<file path="config.mk">
export PLATFORM = sky130hd
export DESIGN_NAME = lsu_obi_pipelined
export DESIGN_NICKNAME = d
export VERILOG_FILES = /design/src/rtl/lsu_pkg.sv /design/src/rtl/lsu_meta_fifo.sv /design/src/rtl/lsu_obi_pipelined.sv
export SDC_FILE = /design/constraint.sdc
export NUM_CORES = 1
export LEC_CHECK = 0
export ABC_AREA = 1
export ABC_CLOCK_PERIOD_IN_PS = 2070
export CORE_MARGIN = 10
export CORE_UTILIZATION = 46
export DETAILED_ROUTE_END_ITERATION = 12
export PLACE_DENSITY = 0.82
export SETUP_SLACK_MARGIN = 0.3
export SYNTH_ARGS = -nofsm -noshare
export SYNTH_HDL_FRONTEND = slang
export SYNTH_SLANG_ARGS = --single-unit
</file>
<file path="constraint.sdc">
create_clock -name clk -period 2.07 [get_ports clk]
set_input_delay 0.207 -clock clk [delete_from_list [all_inputs] [get_ports clk]]
set_output_delay 0.207 -clock clk [all_outputs]
set_load 0.1 [all_outputs]
</file>
<file path="src/rtl/lsu_pkg.sv">
// lsu_pkg: op encodings, response metadata and lane helpers for lsu_obi_pipelined
package lsu_pkg;
    localparam logic [2:0] F3_B  = 3'b000;
    localparam logic [2:0] F3_H  = 3'b001;
    localparam logic [2:0] F3_W  = 3'b010;
    localparam logic [2:0] F3_BU = 3'b100;
    localparam logic [2:0] F3_HU = 3'b101;
    localparam int         OP_STORE = 3;

    typedef struct packed {
        logic [3:0] op;
        logic [1:0] off;
        logic       periph;
    } meta_t;

    function automatic logic [31:0] load_extract(input logic [2:0] f3, input logic [1:0] off, input logic [31:0] rdata);
        logic [7:0]  b;
        logic [15:0] h;
        b = rdata[{off, 3'b000} +: 8];
        h = off[1] ? rdata[31:16] : off[0] ? rdata[23:8] : rdata[15:0];
        return f3 == F3_B  ? {{24{b[7]}}, b} :
               f3 == F3_BU ? {24'h0, b} :
               f3 == F3_H  ? {{16{h[15]}}, h} :
               f3 == F3_HU ? {16'h0, h} : rdata;
    endfunction

    function automatic logic [3:0] store_be(input logic [2:0] f3, input logic [1:0] off);
        return f3 == F3_B ? 4'b0001 << off : f3 == F3_H ? (off[1] ? 4'b1100 : 4'b0011) : 4'b1111;
    endfunction

    function automatic logic [31:0] store_data(input logic [2:0] f3, input logic [31:0] wdata);
        return f3 == F3_B ? {4{wdata[7:0]}} : f3 == F3_H ? {2{wdata[15:0]}} : wdata;
    endfunction

    function automatic logic misaligned(input logic [2:0] f3, input logic [1:0] off);
        return (f3[1:0] == 2'b01 && off[0]) || (f3 == F3_W && off != 2'b00);
    endfunction
endpackage

</file>
<file path="src/rtl/lsu_meta_fifo.sv">
// lsu_meta_fifo: synchronous FIFO with full/empty/count and same-cycle push/pop
module lsu_meta_fifo #(
    parameter int DEPTH = 2,
    parameter int W     = 8
) (
    input  logic                       clk,
    input  logic                       reset,
    input  logic                       push_i,
    input  logic [W-1:0]               data_i,
    input  logic                       pop_i,
    output logic [W-1:0]               data_o,
    output logic                       full_o,
    output logic                       empty_o,
    output logic [$clog2(DEPTH+1)-1:0] count_o
);
    localparam int PW = DEPTH > 1 ? $clog2(DEPTH) : 1;
    localparam int CW = $clog2(DEPTH + 1);

    logic [W-1:0]  mem_q [DEPTH];
    logic [PW-1:0] wptr_q, rptr_q;
    logic [CW-1:0] count_q;
    logic          do_push, do_pop;

    function automatic logic [PW-1:0] inc(input logic [PW-1:0] p);
        return p == PW'(DEPTH - 1) ? '0 : p + 1'b1;
    endfunction

    assign full_o  = count_q == CW'(DEPTH);
    assign empty_o = count_q == '0;
    assign count_o = count_q;
    assign data_o  = mem_q[rptr_q];
    assign do_pop  = pop_i && !empty_o;
    assign do_push = push_i && (!full_o || do_pop);

    always_ff @(posedge clk) begin
        if (reset) begin
            wptr_q  <= '0;
            rptr_q  <= '0;
            count_q <= '0;
        end else begin
            if (do_push) wptr_q <= inc(wptr_q);
            if (do_pop) rptr_q <= inc(rptr_q);
            count_q <= count_q + CW'(do_push) - CW'(do_pop);
        end
    end

    always_ff @(posedge clk) begin
        if (do_push) mem_q[wptr_q] <= data_i;
    end
endmodule

</file>
<file path="src/rtl/lsu_obi_pipelined.sv">
// lsu_obi_pipelined: pipelined OBI load/store unit with in-order tagged responses
// Define LSU_MISALIGN_CHECK_EN to reject misaligned halfword/word accesses with rsp_err_o.
module lsu_obi_pipelined
    import lsu_pkg::*;
#(
    parameter int          MAX_OUTSTANDING = 2,
    parameter int          TAG_W           = 5,
    parameter logic [31:0] PERIPH_MIN      = 32'h0000_2600,
    parameter logic [31:0] PERIPH_MAX      = 32'h0000_2800
) (
    input  logic                                 clk,
    input  logic                                 reset,
    input  logic                                 req_valid_i,
    output logic                                 req_ready_o,
    input  logic [3:0]                           req_op_i,
    input  logic [31:0]                          req_addr_i,
    input  logic [31:0]                          req_wdata_i,
    input  logic [TAG_W-1:0]                     req_tag_i,
    output logic                                 rsp_valid_o,
    output logic [31:0]                          rsp_data_o,
    output logic [TAG_W-1:0]                     rsp_tag_o,
    output logic                                 rsp_store_o,
    output logic                                 rsp_periph_o,
    output logic                                 rsp_err_o,
    output logic                                 data_req_o,
    output logic                                 data_we_o,
    output logic [31:0]                          data_addr_o,
    output logic [3:0]                           data_be_o,
    output logic [31:0]                          data_wdata_o,
    input  logic                                 data_gnt_i,
    input  logic                                 data_rvalid_i,
    input  logic [31:0]                          data_rdata_i,
    output logic                                 idle_o,
    output logic [$clog2(MAX_OUTSTANDING+1)-1:0] outstanding_o,
    output logic                                 protocol_err_o
);
    localparam int CW = $clog2(MAX_OUTSTANDING + 1);
    localparam int MW = TAG_W + $bits(meta_t);

    logic             hold_valid_q, hold_periph_q, hold_mis;
    logic [3:0]       hold_op_q;
    logic [31:0]      hold_addr_q, hold_wdata_q;
    logic [TAG_W-1:0] hold_tag_q, head_tag, err_tag_q;
    logic             accept, gnt_fire, pop, drain, err_q, fifo_full, fifo_empty, protocol_err_q;
    logic [CW-1:0]    occ;
    logic [MW-1:0]    push_data, head_data;
    meta_t            head;

    assign data_req_o  = hold_valid_q && !hold_mis;
    assign gnt_fire    = data_req_o && data_gnt_i;
    assign pop         = data_rvalid_i && !fifo_empty;
    assign occ         = outstanding_o - CW'(pop);
    // a response retiring this cycle frees its slot for the next accept
    assign req_ready_o = (!hold_valid_q || gnt_fire) && (32'(occ) + 32'(hold_valid_q) < MAX_OUTSTANDING)
                         && (!fifo_full || pop);
    assign accept      = req_valid_i && req_ready_o;

`ifdef LSU_MISALIGN_CHECK_EN
    assign hold_mis = hold_valid_q && misaligned(hold_op_q[2:0], hold_addr_q[1:0]);
    assign drain    = hold_mis && occ == '0;
    always_ff @(posedge clk) begin
        if (reset) begin
            err_q     <= 1'b0;
            err_tag_q <= '0;
        end else begin
            err_q     <= drain;
            err_tag_q <= hold_tag_q;
        end
    end
`else
    assign hold_mis  = 1'b0;
    assign drain     = 1'b0;
    assign err_q     = 1'b0;
    assign err_tag_q = '0;
`endif

    always_ff @(posedge clk) begin
        if (reset) begin
            hold_valid_q  <= 1'b0;
            hold_op_q     <= '0;
            hold_addr_q   <= '0;
            hold_wdata_q  <= '0;
            hold_tag_q    <= '0;
            hold_periph_q <= 1'b0;
        end else if (accept) begin
            hold_valid_q  <= 1'b1;
            hold_op_q     <= req_op_i;
            hold_addr_q   <= req_addr_i;
            hold_wdata_q  <= req_wdata_i;
            hold_tag_q    <= req_tag_i;
            hold_periph_q <= req_addr_i >= PERIPH_MIN && req_addr_i < PERIPH_MAX;
        end else if (gnt_fire || drain) begin
            hold_valid_q <= 1'b0;
        end
    end

    always_ff @(posedge clk) begin
        if (reset) protocol_err_q <= 1'b0;
        else if (data_rvalid_i && fifo_empty) protocol_err_q <= 1'b1;
    end

    assign data_we_o    = data_req_o && hold_op_q[OP_STORE];
    assign data_addr_o  = {hold_addr_q[31:2], 2'b00};
    assign data_be_o    = !data_req_o ? 4'b0000 : data_we_o ? store_be(hold_op_q[2:0], hold_addr_q[1:0]) : 4'b1111;
    assign data_wdata_o = data_we_o ? store_data(hold_op_q[2:0], hold_wdata_q) : '0;

    assign push_data = {hold_tag_q, hold_op_q, hold_addr_q[1:0], hold_periph_q};
    assign {head_tag, head} = head_data;

    lsu_meta_fifo #(.DEPTH(MAX_OUTSTANDING), .W(MW)) u_meta (
        .clk     (clk),
        .reset   (reset),
        .push_i  (gnt_fire),
        .data_i  (push_data),
        .pop_i   (pop),
        .data_o  (head_data),
        .full_o  (fifo_full),
        .empty_o (fifo_empty),
        .count_o (outstanding_o)
    );

    assign rsp_valid_o    = pop || err_q;
    assign rsp_data_o     = pop && !head.op[OP_STORE] ? load_extract(head.op[2:0], head.off, data_rdata_i) : '0;
    assign rsp_tag_o      = pop ? head_tag : err_q ? err_tag_q : '0;
    assign rsp_store_o    = pop && head.op[OP_STORE];
    assign rsp_periph_o   = pop && head.periph;
    assign rsp_err_o      = err_q;
    assign idle_o         = !hold_valid_q && fifo_empty && !err_q;
    assign protocol_err_o = protocol_err_q;
endmodule

</file>
==> reports/qor.csv, run 1 <==
metric;value;unit
clk_path_buf_depth;2;
async_flop_share;0;
io_buffer_count;222;
status;stopped before the end;
cts_root_buffer;clkbuf_16;
die_x;137;um
fp.dieH;137;um
worst-ep-kind;primary output;
yosys.cell_types.count;32;
ys_dominant_reg_cell;dfxtp_1;
synthCells;1014;
yosysMostFrequentCell;nand2_1;
netlist.area_leader.share;0.259;
mappedNetlistArea;0.00627;mm^2
htree_levels;3;
synth.area.top_cells;dfxtp_1, nand2_1, nor2_1, edfxtp_1, inv_1;
yosysWarningCount;0;
initial_core_util;0.472;
ios;226;
synth-edff-count;24;
gp_congestion;0.874;
tool.error;[ERROR DPL-0038] Utilization greater than 100%, impossible to legalize;
yosys-top-cells-count;nand2_1, nor2_1, inv_1, a21oi_1, dfxtp_1;
grt-worst-endpoint;rsp_data_o[4];
haltStage;5_1_grt;
yosys.area.top_type;dfxtp_1;
numCtsBuffers;9;
ys_seq_area_frac;0.374;
cts.sinks;105;
grt_max_degree;44;
hpwl;17.1;mm
rows;42;
syn_area_per_cell;6.18;um^2
ys_ff_latch;105;
cells by family after synthesis:
group / share of synthesized area
compound gates: 0.103
xor+xnor: 0.00140
fa+ha+maj: 0.00399
buf+inv: 0.165
flops: 0.374
mux: 0.00160
other cells: 0.000598
simple gates: 0.351
stage by stage:
stage | setup WS (ns) | std cells | utilization | area, um^2 | setup TNS [ns]
floorplan | 0.0572 | 1016 | - | 7350 | 0
global placement | -0.0113 | 1356 | 0.755 | 10000 | -0.127
detailed placement | -0.0926 | 1356 | 0.755 | 10000 | -3.97
CTS | -0.0898 | 1448 | 0.948 | 12600 | -3.69
what timing repair did:
item                                    CTS
pin swaps                                72
cloned                                   32
endpoints found under the setup margin  150
hold buffers                              0
resized for setup                       319
buffers inserted                         44
==> run 2: changes to the inputs <==
--- a/config.mk
+++ b/config.mk
@@ -8,10 +8,9 @@
 export ABC_AREA = 1
 export ABC_CLOCK_PERIOD_IN_PS = 2070
 export CORE_MARGIN = 10
-export CORE_UTILIZATION = 46
+export CORE_UTILIZATION = 35
 export DETAILED_ROUTE_END_ITERATION = 12
-export PLACE_DENSITY = 0.82
-export SETUP_SLACK_MARGIN = 0.3
+export PLACE_DENSITY_LB_ADDON = 0.15
 export SYNTH_ARGS = -nofsm -noshare
 export SYNTH_HDL_FRONTEND = slang
 export SYNTH_SLANG_ARGS = --single-unit
==> reports/qor.csv, run 2 <==
metric;value;unit
grt_pass1_wl;34.3;mm
slowest_stage;dfxtp_4;
path_clk_slew;0.08;ns
hpwl;16.7;mm
synth.area.top_cells;dfxtp_1, nand2_1, nor2_1, edfxtp_1, inv_1;
hold_viol_final;0;
timing.fmax;455;MHz
num-nets-final;1343;
mappedNetlistArea;0.00627;mm^2
finalClockSkew;0.0122;ns
startpoint_type;register;
grt_max_degree;52;
path_class;register to output port;
synth-edff-count;24;
synthCells;1014;
drive_gt1_frac;0.300;
finalCriticalPeriod;2.20;ns
cp.arrival;1.99;ns
remaining_drc_errors;0;
io_buffer_count;222;
slowest_delay;0.41;ns
violations;setup timing;
drv_slew;0;
grt_pass1_vias;6359;
antenna_found_initial;1;
vias_per_cell;4.67;
die_x;154;um
fin_cells;1461;
overflow;0;
cap_violations;0;
core;0.0174;mm^2
ios;226;
crit_chain;buf_6 -> nand2_4 -> nand2_4 -> nand2_2 -> nand3_2 -> nand2_2 -> nand2_4 -> nand2_8 -> buf_12 -> a21oi_4 -> buf_12;
netlist.area_leader.share;0.259;
hold_class;input port to register;
async_flop_share;0;
htree_levels;3;
gp_congestion;0.878;
clock_latency;0.36;ns
track_usage;0.178;
worst_ep_required_time;1.86;ns
antenna_cells;0;
first_iter_violations;377;
p_leak;4.93;nW
clk_path_buf_depth;2;
yosysWarningCount;0;
tightestPinTransition;0.635;ns
yosys-top-cells-count;nand2_1, nor2_1, inv_1, a21oi_1, dfxtp_1;
vias;6818;
ys_ff_latch;105;
wire_per_inst;15.7;um
final_common_cell;nand2_1;
cp_top_family;simple AND/OR/NAND/NOR gates;
syn_area_per_cell;6.18;um^2
ys_seq_area_frac;0.374;
setup_slack;-0.128;ns
top_regs;hold_addr_q (32), hold_wdata_q (32), u_meta.mem_q (24);
die_area;0.0237;mm^2
power;16.6;mW
dp_cells;1422;
timing.critical_path.buf_inv;3;
firstDrtPassIters;5;
cts_root_buffer;clkbuf_16;
yosysMostFrequentCell;nand2_1;
setup_violations;33;
fp.dieH;154;um
routed_wl;22.9;mm
yosys.cell_types.count;32;
yosys.area.top_type;dfxtp_1;
ys_dominant_reg_cell;dfxtp_1;
max-slew-margin-rel;0.576;
layout_common_cells;nand2_1, nor2_1, inv_1;
area_growth;78.1;%
powerDensity;1480;mW/mm^2
ir_worst_vdd;0.934;mV
final_antenna_net_count;0;
rows;48;
finalCritPeriodShare;1.06;
numCtsBuffers;9;
crit_path_frequent_cell;nand2_4;
endpoint_kind;output port;
worstPathMaxFanout;8;
cts_hold_buf;0;
cts_tree;done;
initial_core_util;0.360;
status;finished, violations left;
rsz0062_at_grt;true;
cts.sinks;105;
[run 2: timing repair]
action	4_1_cts	5_1_grt
gates resized for setup	80	69
gates cloned	2	5
endpoints found under the setup margin	62	157
pin swaps	27	21
buffers inserted	14	5
[run 2: worst register-to-register path: stages, from the launching register on]
cell and delay [ns]:
dfxtp_4 0.37, o21ai_4 0.16, inv_2 0.06, ha_4 0.17, xnor2_4 0.18, nand2_1 0.09, nor2_2 0.11, buf_4 0.13
nand3_4 0.11, buf_6 0.16, clkbuf_16 0.16, nor2_1 0.10, nor2_1 0.06
[run 2: worst paths after layout]
kind | startpoint | end | slack [ns] | depth (start not counted)
hold / removal | req_op_i[0] | hold_op_q[0]$_SDFFE_PP0P_ | 0.41 | 3
setup reg to reg | u_meta.count_o[0]$_SDFF_PP0_ | hold_wdata_q[12]$_SDFFE_PP0P_ | 0.10 | 12
hold reg to reg | hold_op_q[1]$_SDFFE_PP0P_ | u_meta.mem_q[0][4]$_DFFE_PP_ | 0.45 | 0
setup / recovery | register | rsp_data_o[30] | -0.13 | 11
[run 2: report_power, final]
part           internal, mW  switching [mW]  leakage (nW)  total (mW)
Clock                 0.990           0.886         0.160        1.88
Combinational          3.49            7.85          3.87        11.3
Sequential             2.90           0.473         0.897        3.37
[run 2: metrics by stage]
stage          area [um^2]  setup WS [ns]  TNS, ns  hold WS (ns)  utilization
3_5_place_dp         10000         -0.251   -20.10         0.447        0.575
3_3_place_gp         10000         -0.157   -13.00         0.432        0.575
2_1_floorplan         6940         -0.182    -1.32         0.266            -
6_report             11200         -0.128    -2.99         0.413        0.641
5_1_grt              11200         -0.210    -5.89         0.414        0.641
4_1_cts              10800         -0.104    -2.33         0.400        0.619
[run 2: layout make-up]
type	count	area, um^2
Clock buffer	9	225
Clock inverter	7	103
Fill cell	1480	6250
Inverter	144	592
Multi-Input combinational cell	688	3960
Sequential cell	105	2360
Tap cell	225	282
Timing Repair Buffer	283	3640
[run 2: logic make-up after synthesis]
kind of cell | synth area share
buf+inv | 0.165
flops | 0.374
other cells | 0.000598
mux | 0.00160
xor+xnor | 0.00140
compound gates | 0.103
fa+ha+maj | 0.00399
simple gates | 0.351
[run 2: per-layer routing]
layer | share of wire | global-route usage | up-vias
li1 | - | - | 3499
met4 | 0.011 | 0.0360 | 2
met3 | 0.073 | 0.0575 | 23
met1 | 0.41 | 0.208 | 3078
met5 | 0.00035 | 0 | -
met2 | 0.50 | 0.310 | 216
(Power assumes the default switching activity.)
==> run 3: changes to the inputs <==
--- a/config.mk
+++ b/config.mk
@@ -9,8 +9,10 @@
 export ABC_CLOCK_PERIOD_IN_PS = 2070
 export CORE_MARGIN = 10
 export CORE_UTILIZATION = 35
+export CTS_CLUSTER_SIZE = 10
 export DETAILED_ROUTE_END_ITERATION = 12
 export PLACE_DENSITY_LB_ADDON = 0.15
+export REMOVE_ABC_BUFFERS = 1
 export SYNTH_ARGS = -nofsm -noshare
 export SYNTH_HDL_FRONTEND = slang
 export SYNTH_SLANG_ARGS = --single-unit
==> reports/qor.csv, run 3 (synthesis results as in run 2) <==
metric;value;unit
status;finished, violations left;
violations;setup timing;
clock_latency;0.35;ns
finalCritPeriodShare;1.07;
vias;6815;
p_leak;4.95;nW
setup_slack;-0.152;ns
initial_core_util;0.360;
cts.sinks;105;
io_buffer_count;222;
final_antenna_net_count;0;
cts_tree;done;
clk_path_buf_depth;2;
rr_worst_depth;11;
power;16.4;mW
antenna_cells;0;
crit_path_frequent_cell;buf_12;
startpoint_type;register;
gp_congestion;0.816;
worst_ep_required_time;1.86;ns
p_switching;8.97;mW
hold_class;input port to register;
setup_violations;32;
p_comb_frac;0.687;
endpoint_kind;output port;
remaining_drc_errors;0;
ios;226;
vias_per_cell;4.67;
fin_tns_setup;-3.11;ns
min_from;req_addr_i[8];
drv_slew;0;
crit_chain;buf_12 -> nand2_4 -> nand2_8 -> nor2_2 -> nor2_2 -> nand3_2 -> buf_12 -> nand2_1 -> a21oi_4 -> buf_12;
p_int;7.41;mW
numCtsBuffers;9;
r2r_slack;0.18;ns
die_area;0.0237;mm^2
sequentialPowerShare;0.203;
grt_pass1_vias;6563;
finalCriticalPeriod;2.22;ns
drive_gt1_frac;0.286;
worstPathMaxFanout;16;
layout_common_cells;nand2_1, nor2_1, inv_1;
path_class;register to output port;
hold_viol_final;0;
grt_pass1_wl;34.9;mm
hpwl;15.7;mm
finalClockSkew;0.0150;ns
die_x;154;um
r2r-start;u_meta.count_o[0]$_SDFF_PP0_;
holdPathStages;3;
overflow;0;
first_iter_violations;281;
top_regs;hold_addr_q (32), hold_wdata_q (32), u_meta.mem_q (24);
grt_max_degree;68;
tightestPinTransition;1.03;ns
fp.dieH;154;um
slowest_delay;0.39;ns
firstDrtPassIters;5;
p_sw_frac;0.548;
num-nets-final;1341;
final_common_cell;nand2_1;
rsz0062_at_grt;true;
timing.fmax;450;MHz
cp.arrival;2.01;ns
core;0.0174;mm^2
power_frac_clock;0.109;
rows;48;
powerDensity;1490;mW/mm^2
antenna_found_initial;0;
routed_wl;22.7;mm
track_usage;0.179;
path_clk_slew;0.08;ns
nFillCells;1507;
cts_hold_buf;0;
slowest_stage;dfxtp_4;
wire_per_inst;15.6;um
area_growth;75.0;%
max-slew-margin-rel;0.311;
ir_worst_vdd;0.989;mV
r2r_end;hold_periph_q$_SDFFE_PP0P_;
cap_violations;0;
cts_root_buffer;clkbuf_16;
whs_endpoint;hold_addr_q[8]$_SDFFE_PP0P_;
htree_levels;3;
## run 3: cell count changes in the layout (fill, tap and decap cells not counted), sizes merged, moves of 2 or more
cell	previous run	this run
clkbuf	13	11
clkinvlp	8	1
inv	139	147
nand2	287	290
## run 3: worst max path at each step
| stage | startpoint | end | slack (ns) | cells after the start |
|---|---|---|---|---|
| detailed placement | data_rvalid_i | hold_op_q[3]$_SDFFE_PP0P_ | -0.17 | 11 |
| CTS | register | rsp_data_o[1] | -0.09 | 8 |
| finish | register | rsp_data_o[19] | -0.15 | 10 |
| global route | register | rsp_data_o[19] | -0.23 | 10 |
| floorplan | data_req_o$_SDFFE_PP0P_ | data_wdata_o[16] | -2.36 | 4 |
| global placement | data_rvalid_i | rsp_data_o[13] | -0.08 | 9 |
## run 3: worst max-delay path: cells and delay by family (launching register included)
family	cells	cell delay (ns)
buf+inv	3	0.49
flops	1	0.39
compound gates	1	0.18
simple gates	6	0.59
## run 3: stage by stage
step	cell area [um^2]	hold WS, ns	worst slack, ns	instances	utilization
floorplan	5790	0.276	-2.36	936	-
global placement	9280	0.437	-0.0786	1416	0.533
detailed placement	9280	0.440	-0.168	1416	0.533
CTS	10500	0.419	-0.0864	1455	0.604
global route	11000	0.430	-0.232	1459	0.630
finish	11000	0.431	-0.152	1459	0.630
## run 3: repair_timing
item	in CTS	in global routing
pin swaps	33	39
setup buffers	18	3
setup endpoints to repair	53	135
gates resized for setup	165	112
cloned	6	1
## run 3: per-layer routing
layer / GRT usage / vias up / wire length, um
met4: 0.0414 / 0 / 409
met2: 0.289 / 273 / 10600
li1: - / 3483 / -
met1: 0.220 / 3028 / 9450
met3: 0.0681 / 31 / 2200
met5: 0 / - / 0
## run 3: layout make-up
type	instances	area (um^2)	share of cell area
clock buffers	10	250	0.0228
clock inverters	6	70.1	0.00638
inverters	144	587	0.0535
multi-input cells	690	3810	0.347
flip-flops and latches	105	2360	0.215
well taps	225	282	0.0256
repair buffers	279	3620	0.330
## run 3: power by group through the flow
stage	Combinational [mW]	Sequential (mW)	Clock [mW]
global placement	9.10	3.29	0
finish	11.3	3.33	1.79
detailed placement	9.14	3.32	0
CTS	10.5	3.29	1.83
floorplan	3.80	4.33	0
global route	12.0	3.42	1.92
==> run 4: changes to the inputs <==
--- a/config.mk
+++ b/config.mk
@@ -7,7 +7,7 @@
 export LEC_CHECK = 0
 export ABC_AREA = 1
 export ABC_CLOCK_PERIOD_IN_PS = 2070
-export CORE_MARGIN = 10
+export CORE_MARGIN = 8
 export CORE_UTILIZATION = 35
 export CTS_CLUSTER_SIZE = 10
 export DETAILED_ROUTE_END_ITERATION = 12
@@ -16,3 +16,4 @@
 export SYNTH_ARGS = -nofsm -noshare
 export SYNTH_HDL_FRONTEND = slang
 export SYNTH_SLANG_ARGS = --single-unit
+export TNS_END_PERCENT = 50
==> reports/qor.csv, run 4 (synthesis results as in run 2) <==
metric;value;unit
powerDensity;1470;mW/mm^2
p_leak;4.89;nW
wl_met3;2.28;mm
worst_ep_required_time;1.86;ns
vias;6822;
grt_max_degree;89;
final_common_cell;nand2_1;
drv_slew;0;
cap_violations;0;
layout_common_cells;nand2_1, nor2_1, inv_1;
vias_per_cell;4.65;
cts_root_buffer;clkbuf_16;
tightestPinTransition;0.660;ns
pre_cts_ws;-0.299;ns
p_sw_frac;0.547;
antenna_cells;0;
whs;0.440;ns
grt_pass1_wl;34.5;mm
startpoint_type;register;
finalCritPeriodShare;1.07;
p_comb_frac;0.690;
core;0.0178;mm^2
first_iter_violations;267;
ir_worst_vdd;1.18;mV
setup_violations;32;
path_clk_slew;0.07;ns
fp.dieH;150;um
grt_pass1_vias;6717;
p_switching;8.67;mW
cp.arrival;2.00;ns
fin_util;0.605;
top_regs;hold_addr_q (32), hold_wdata_q (32), u_meta.mem_q (24);
firstDrtPassIters;5;
final_antenna_net_count;0;
power_frac_clock;0.101;
route.met2.wl;10.2;mm
fin_cells;1468;
cts.sinks;105;
sequentialPowerShare;0.209;
remaining_drc_errors;0;
finalCriticalPeriod;2.21;ns
overflow;0;
max-slew-margin-rel;0.560;
status;finished, violations left;
num-nets-final;1346;
dp_cells;1421;
violations;setup timing;
cts_tree;done;
wl_met1;8.98;mm
rows;49;
worstPathMaxFanout;5;
holdPathStages;3;
gp_congestion;0.842;
clock_latency;0.34;ns
drive_gt1_frac;0.268;
ios;226;
p_int;7.19;mW
io_buffer_count;222;
antenna_found_initial;4;
hold_viol_final;0;
power;15.9;mW
wire_per_inst;14.9;um
hold_class;input port to register;
die_x;150;um
path_class;register to output port;
top_layer;met5;
finalClockSkew;0.00682;ns
htree_levels;3;
hpwl;14.9;mm
endpoint_kind;output port;
initial_core_util;0.353;
rsz0062_at_grt;true;
numCtsBuffers;9;
die_area;0.0225;mm^2
routed_wl;21.9;mm
track_usage;0.191;
timing.fmax;453;MHz
setup_slack;-0.137;ns
area_growth;71.6;%
rr_worst_depth;12;
clk_path_buf_depth;2;
run 4: cell types whose count changed in the layout (fill, tap and decap cells not counted), sizes merged:
cell	change
clkinvlp	+2
inv	-2
buf	+2
bufbuf	+3
clkinv	+1
nand3	+1
clkbuf	-2
run 4: critical path, cell delays in order, from the launching register on:
cell and delay, ns:
dfxtp_4 0.40, buf_12 0.15, nand2_4 0.07, nand2_8 0.10
inv_6 0.05, bufbuf_16 0.26, nand3_1 0.09, nand2_1 0.05
nand2_1 0.07, nand2_1 0.06, nor2_2 0.15, buf_12 0.19
run 4: cell type report:
type	instances	area, um^2
Sequential cell	105	2350
Clock buffer	9	225
Inverter	144	578
Timing Repair Buffer	283	3590
Fill cell	1587	7020
Clock inverter	7	51.3
Multi-Input combinational cell	691	3670
Tap cell	229	287
run 4: final timing paths:
kind	endpoint	slack, ns	startpoint
worst max-delay path	rsp_data_o[4]	-0.14	register
worst min-delay path	hold_wdata_q[9]$_SDFFE_PP0P_	0.44	req_wdata_i[9]
worst max register to register	hold_addr_q[15]$_SDFFE_PP0P_	0.11	u_meta.count_o[1]$_SDFF_PP0_
worst min register to register	u_meta.mem_q[0][11]$_DFFE_PP_	0.45	hold_tag_q[4]$_SDFFE_PP0P_
run 4: power groups by stage:
stage          registers [mW]  clock network [mW]  logic (mW)
5_1_grt                  3.41                1.76        11.7
3_5_place_dp             3.32                   0        9.11
3_3_place_gp             3.30                   0        9.07
4_1_cts                  3.30                1.66        10.5
2_1_floorplan            4.33                   0        3.80
6_report                 3.32                1.61        10.9
run 4: what timing repair did:
item,in CTS,in global routing
cloned,7,0
hold buffers,0,0
setup endpoints to repair,50,83
gates resized for setup,170,54
setup buffers,18,7
pin swaps,31,20
run 4: per-layer routing:
| metal | up-vias | GRT usage |
|---|---|---|
| li1 | 3506 | - |
| met1 | 3029 | 0.224 |
| met2 | 234 | 0.314 |
| met3 | 47 | 0.0738 |
| met4 | 6 | 0.0615 |
| met5 | - | 0 |
run 4: through the flow:
step / cell area, um^2 / TNS (ns)
finish: 10800 / -3.26
floorplan: 5790 / -271.07
detailed placement: 9280 / -24.00
global route: 10800 / -6.61
global placement: 9280 / -13.83
CTS: 10500 / -1.69
